## config.mk

```make
export PLATFORM = sky130hd
export DESIGN_NAME = demux_1to4_reg
export DESIGN_NICKNAME = d
export VERILOG_FILES = /design/src/rtl/demux_pkg.sv /design/src/rtl/demux_slot.sv /design/src/rtl/demux_1to4_reg.sv
export SDC_FILE = /design/constraint.sdc
export NUM_CORES = 1
export LEC_CHECK = 0
export BUFFER_PORTS_ARGS = -buffer_cell sky130_fd_sc_hd__buf_2
export CORE_ASPECT_RATIO = 1.2
export CORE_UTILIZATION = 54
export DETAILED_ROUTE_END_ITERATION = 10
export PLACE_DENSITY_LB_ADDON = 0.1
export SLEW_MARGIN = 30
export SYNTH_ARGS = -nofsm -noshare
export SYNTH_HDL_FRONTEND = slang
export SYNTH_SLANG_ARGS = --single-unit
```

## constraint.sdc

```tcl
create_clock -name i_clk -period 9.4 [get_ports i_clk]
set_input_delay 2.35 -clock i_clk [delete_from_list [all_inputs] [get_ports i_clk]]
set_output_delay 2.35 -clock i_clk [all_outputs]
set_load 0.1 [all_outputs]
```

## src/rtl/demux_pkg.sv

```systemverilog
// Shared types and helpers for the registered 1-to-4 demultiplexer.
package demux_pkg;

  localparam int unsigned DEMUX_CH_NUM = 4;

  typedef logic [1:0]              demux_key_t;
  typedef logic [DEMUX_CH_NUM-1:0] demux_vec_t;

  // One-hot channel select from a destination key.
  function automatic demux_vec_t demux_onehot(input demux_key_t key);
    return demux_vec_t'(1) << key;
  endfunction

endpackage

```

## src/rtl/demux_slot.sv

```systemverilog
// One-entry output register slot: holds a beat until its consumer takes it.
module demux_slot #(
  parameter int unsigned DATA_WIDTH = 32
) (
  input  logic                  clk_i,
  input  logic                  rst_i,
  input  logic                  load_i,
  input  logic [DATA_WIDTH-1:0] data_i,
  input  logic                  ready_i,
  output logic                  valid_o,
  output logic [DATA_WIDTH-1:0] val_o,
  output logic                  free_o
);

  logic                  valid_q, valid_d;
  logic [DATA_WIDTH-1:0] val_q, val_d;

  // Load wins over drain so a drain+load cycle keeps the slot full with new data.
  always_comb begin
    valid_d = valid_q;
    val_d   = val_q;
    if (load_i) begin
      valid_d = 1'b1;
      val_d   = data_i;
    end else if (valid_q && ready_i) begin
      valid_d = 1'b0;
    end
  end

  // Slot registers; reset discards any held beat.
  always_ff @(posedge clk_i or posedge rst_i) begin
    if (rst_i) begin
      valid_q <= 1'b0;
      val_q   <= '0;
    end else begin
      valid_q <= valid_d;
      val_q   <= val_d;
    end
  end

  // Free when empty, or when the current beat leaves this cycle.
  assign free_o  = ~valid_q | ready_i;
  assign valid_o = valid_q;
  assign val_o   = val_q;

endmodule

```

## src/rtl/demux_1to4_reg.sv

```systemverilog
// Registered 1-to-4 demultiplexer with valid/ready handshake and broadcast.
// Optional per-channel drain counters: define DEMUX_1TO4_CNT_EN.
module demux_1to4_reg
  import demux_pkg::*;
#(
  parameter int unsigned DATA_WIDTH = 32
) (
  input  logic                       i_clk,
  input  logic                       i_rst,
  input  logic                       i_valid,
  output logic                       o_ready,
  input  logic [1:0]                 i_key,
  input  logic                       i_bcast,
  input  logic [DATA_WIDTH-1:0]      i_val,
  output logic [3:0]                 o_valid,
  input  logic [3:0]                 i_ready,
`ifdef DEMUX_1TO4_CNT_EN
  output logic [3:0][15:0]           o_cnt,
`endif
  output logic [3:0][DATA_WIDTH-1:0] o_val
);

  demux_vec_t sel_c;
  demux_vec_t free_c;
  demux_vec_t load_c;

  // Destination decode and acceptance; o_ready is independent of i_valid.
  always_comb begin
    sel_c   = '0;
    o_ready = 1'b0;
    load_c  = '0;
    if (i_bcast) begin
      sel_c   = '1;
      o_ready = ~i_rst & (&free_c);
    end else begin
      sel_c   = demux_onehot(i_key);
      o_ready = ~i_rst & free_c[i_key];
    end
    if (i_valid && o_ready) begin
      load_c = sel_c;
    end
  end

  for (genvar n = 0; n < DEMUX_CH_NUM; n++) begin : g_slot
    demux_slot #(
      .DATA_WIDTH(DATA_WIDTH)
    ) u_slot (
      .clk_i  (i_clk),
      .rst_i  (i_rst),
      .load_i (load_c[n]),
      .data_i (i_val),
      .ready_i(i_ready[n]),
      .valid_o(o_valid[n]),
      .val_o  (o_val[n]),
      .free_o (free_c[n])
    );
  end

`ifdef DEMUX_1TO4_CNT_EN
  localparam int unsigned CNT_W = 16;

  for (genvar n = 0; n < DEMUX_CH_NUM; n++) begin : g_cnt
    logic [CNT_W-1:0] cnt_q, cnt_d;

    // Count output transfers, saturating at all-ones.
    always_comb begin
      cnt_d = cnt_q;
      if (o_valid[n] && i_ready[n] && (cnt_q != '1)) begin
        cnt_d = cnt_q + CNT_W'(1);
      end
    end

    // Counter register.
    always_ff @(posedge i_clk or posedge i_rst) begin
      if (i_rst) begin
        cnt_q <= '0;
      end else begin
        cnt_q <= cnt_d;
      end
    end

    assign o_cnt[n] = cnt_q;
  end
`endif

endmodule

```

-- After elaboration in Yosys (flattened, before gate mapping)
Cells that the tools add are included.
- add/subtract/negate cells: 0
- multiply operators: 0
- div/mod/pow operators: 0
- $lt $le $gt $ge: 1
- equal/unequal tests: 0
- shift operators: 1
- muxes and demuxes: 13
- bitwise gates (word level): 11
- reduce and logical (&&, ||, !) cells: 10
- operators with widths (cell ; count):
    $mux W1 ; 10
    $mux W4 ; 2
    $reduce_bool A2 Y1 ; 4
    $logic_and A1 B1 Y1 ; 5
    $not A1 Y1 ; 5
    $or A1 B1 Y1 ; 4
    $reduce_and A4 Y1 ; 1
    $shl A1 B2 Y4 const A ; 1
    $lt A2 B3 Y1 const B ; 1
    $and A1 B1 Y1 ; 2
    $bmux W1 S2 ; 1
- register bits after elaboration: 132
- latch bits: 0
- memory bits (writable): 0
- ROM bits: 0
- bits of input ports: 42
- output and inout port bits: 133
- logic and storage cells: 44
- memories: 0

-- Longest topological paths before layout
- word-level depth: 9
- depth in mapped cells: 6
- depth with buffers taken out: 5

-- Hierarchy
From an unflattened synthesis, not the netlist that was laid out.
- cell total of the unflattened synthesis: 305
- area, all modules: 5632.9 sq um
- modules (own cells, without submodules) (module ; instances ; cells each ; area each (sq um) ; seq. area each (sq um)):
    demux_slot ; 4 ; 72 ; 1382.6 ; 825.8
    demux_1to4_reg ; 1 ; 17 ; 102.6 ; 0.0

-- Worst setup path after synthesis
OpenSTA, ideal clock, no wires.
- path type: input port to output port
- start: input port i_key[0]
- end: output port o_ready
- arrival: 4.101 ns
- data required time: 7.050 ns
- path slack: 2.949 ns
- stages: 4
- buffers on the path: 0
- path through: nor2b_1 > nor3_2 > o22ai_4 > nor2_1
- word-level cells in the longest chain between the ends: 4
- ends and longest elaborated chain (element ; RTL line ; text):
    from (decl) ; demux_1to4_reg.sv:12 ; input logic [1:0] i_key,
    $bmux W1 S2 ; demux_1to4_reg.sv:37 ; o_ready = ~i_rst & free_c[i_key];
    $mux W1 (not written as such) ; demux_1to4_reg.sv:37 ;
    $and A1 B1 Y1 ; demux_1to4_reg.sv:37 ;
    $mux W1 ; demux_1to4_reg.sv:32 ; if (i_bcast) begin
    to (decl) ; demux_1to4_reg.sv:11 ; output logic o_ready,
No other way between the ends. The select of a mux whose other input is x is not followed.

-- Worst setup path after layout
Same ends and word-level chain as after synthesis.

==> impl_metrics.tcl <==
set metrics [dict create \
    status "finished, final reports clean" \
    grt_pass1_wl_um 17000 \
    period_share_pct 63.1 \
    fin_ws_ns 3.47 \
    tightestPinTransition_ns 0.873 \
    crit_chain "buf_2 > inv_1 > a21oi_2 > o21ai_2 > nor2_1 > buf_2" \
    cts_buffers 17 \
    cp.arrival_ns 3.58 \
    crit_path_top_delay_cell "buf_2" \
    tns_ns 0 \
    first_global_vias 3252 \
    fp.dieArea_sq_um 10100 \
    core_sq_um 9470 \
    syn_avg_cell_area_sq_um 17.3 \
    synthCells 303 \
    finalNonFillerCells 619 \
    cts_tree "built" \
    clk_pin_slew_ns 0.05 \
    die_h_um 110 \
    finalHoldViolCount 0 \
    post_cts_resized 0 \
    cts-root-buf "clkbuf_16" \
    fin_nets 528 \
    finalWeightedCongestion 0.703 \
    drt_iter0_drc 122 \
    rsz0062_at_grt "no" \
    synth_top_area_share_pct 63.1 \
    slew_violations 0 \
    ys_seq_area_share_pct 63.1 \
    ant_nets 0 \
    drc 0 \
    syn_nets 345 \
    synth_ff_type "dfrtp_1" \
    io_buffers 174 \
    startpoint_type "primary input" \
    io_pins 175 \
    ys_types 23 \
    grt.total_usage_pct 22.8 \
    yosysWarnings 0 \
    yosysMostFrequentCell "dfrtp_1" \
    fmaxAchievable_mhz 169 \
    antenna_cells 0 \
    synth_commonest_cells "dfrtp_1, mux2_2, mux2_1" \
    cts_sinks 132 \
    layout_min_cycle_time_ns 5.93 \
    area_growth_pct 28.2 \
    place_inst 590 \
    drtPass1Iterations 4 \
    worstPathMaxFanout 7 \
    antenna_found_initial 0 \
    yosys_register_bits 132 \
    postCtsHoldBufs 0 \
    maxSlewHeadroom_pct 41.6 \
    insertion_delay_ns 0.40 \
    row_count 39 \
    dp_slack_ns 3.46 \
    dp_hpwl_um 7160 \
    grt-ovfl-total 0 \
    clock_path_buffers 2 \
    end_kind "output port" \
    crit_required_ns 7.05 \
    setup_viol 0 \
    criticalPathCategory "primary input to output port" \
    layout-drive-gt1-share_pct 60.7 \
    postCtsSetupRepairBufs 0 \
    finalClockSkew_ns 0.00838 \
    grt_max_degree 68 \
    synth_area_leaders "dfrtp_1, mux2_2, mux2_1" \
    worst_path_most_repeated_cell "buf_2" \
    async_reset_ff_share_pct 100 \
    syn_area_sq_um 5230 \
    path_buf_inv 3 \
    max-cap-violations 0 \
    drt-wirelength-per-cell_um 17.2 \
    postRouteWirelength_um 10600 \
    hp-class "flop to flop" \
    postLayoutCoreUtil_pct 70.9 \
    cts_max_level 4 \
    synth_top_area_cell "dfrtp_1" \
    start_util_pct 55.3 \
    crit_family "buffers and inverters" \
    num_vias 3114 \
    cp_slowest_stage_delay_ns 0.45 \
    vias_per_cell 5.03 \
    synth_edf_count 0 \
    die_x_um 91.9 \
]
==> per-stage QoR <==
stage	instance area, sq um	hold slack (ns)
floorplan	5230	0.477
global placement	6160	0.463
detailed placement	6160	0.469
CTS	6710	0.481
global route	6710	0.492
finish	6710	0.480
==> worst reg2reg max path, cell delays in order (launching register included) <==
cell	delay (ns)
dfrtp_1	0.40
a21oi_1	0.25
o22ai_4	0.18
nor3_4	0.77
buf_4	0.44
mux2_2	0.39
==> routing by layer <==
metal / share of wire [%] / vias to the layer above / wire [um] / global-route usage, %
met1: 45 / 1562 / 4770 / 30.0
met3: 6.7 / 6 / 709 / 8.02
met2: 48 / 113 / 5100 / 34.9
met4: 0.68 / 0 / 72 / 8.71
li1: - / 1433 / - / -
met5: 0 / - / 0 / 0
==> cells by family (layout without fill, tap and decap cells) <==
logic type             Yosys count  in the layout  share of synthesized area [%]
buffers and inverters           20            213                           3.01
AO/OA/AOI/OAI                   10             10                           1.70
flip-flops                     132            132                           63.1
multiplexers                   128            128                           29.7
AND/OR/NAND/NOR                 13             13                           2.44
==> final cells by class <==
class | instances | area, sq um
multi-input combinational | 151 | 1770
inverter | 4 | 17.5
tap | 123 | 154
timing repair buffer | 180 | 916
sequential | 132 | 3300
clock buffer | 23 | 468
clock inverter | 6 | 80.1
fill | 682 | 2760
==> final timing paths <==
path                                           start  cells after the start  slack (ns)                          to
setup / recovery                            i_key[0]                      6        3.47                     o_ready
hold / removal             g_slot[0].u_slot.val_o[4]                      1        0.48   g_slot[0].u_slot.val_o[4]
setup reg to reg            g_slot[1].u_slot.valid_o                      5        6.87  g_slot[0].u_slot.val_o[18]
hold reg to reg            g_slot[0].u_slot.val_o[4]                      1        0.48   g_slot[0].u_slot.val_o[4]
max in group asynchronous                      i_rst                      3        5.94  g_slot[3].u_slot.val_o[11]
min in group asynchronous                      i_rst                      2        2.15   g_slot[3].u_slot.val_o[3]
==> cells in the final DEF, fill, tap and decap left out, drive strengths merged <==
master,Yosys,final
a21o,1,1
a21oi,3,3
buf,16,180
bufinv,0,2
clkbuf,0,23
clkinv,0,4
dfrtp,132,132
inv,4,4
mux2,128,128
nand2,2,2
nand2b,2,2
nor2,1,1
nor2b,2,2
nor3,3,3
nor4,2,2
o21ai,2,2
o21bai,1,1
o22ai,1,1
o41ai,2,2
or2,1,1
==> flip-flops by register name, indices dropped and copies added, names as in the netlist <==
signal and cells:
g_slot.u_slot.val_o 128, g_slot.u_slot.valid_o 4
Power is left out: the tool's default activity adds up to more than one toggle a clock period on the data nets, which glitch-free logic cannot reach.
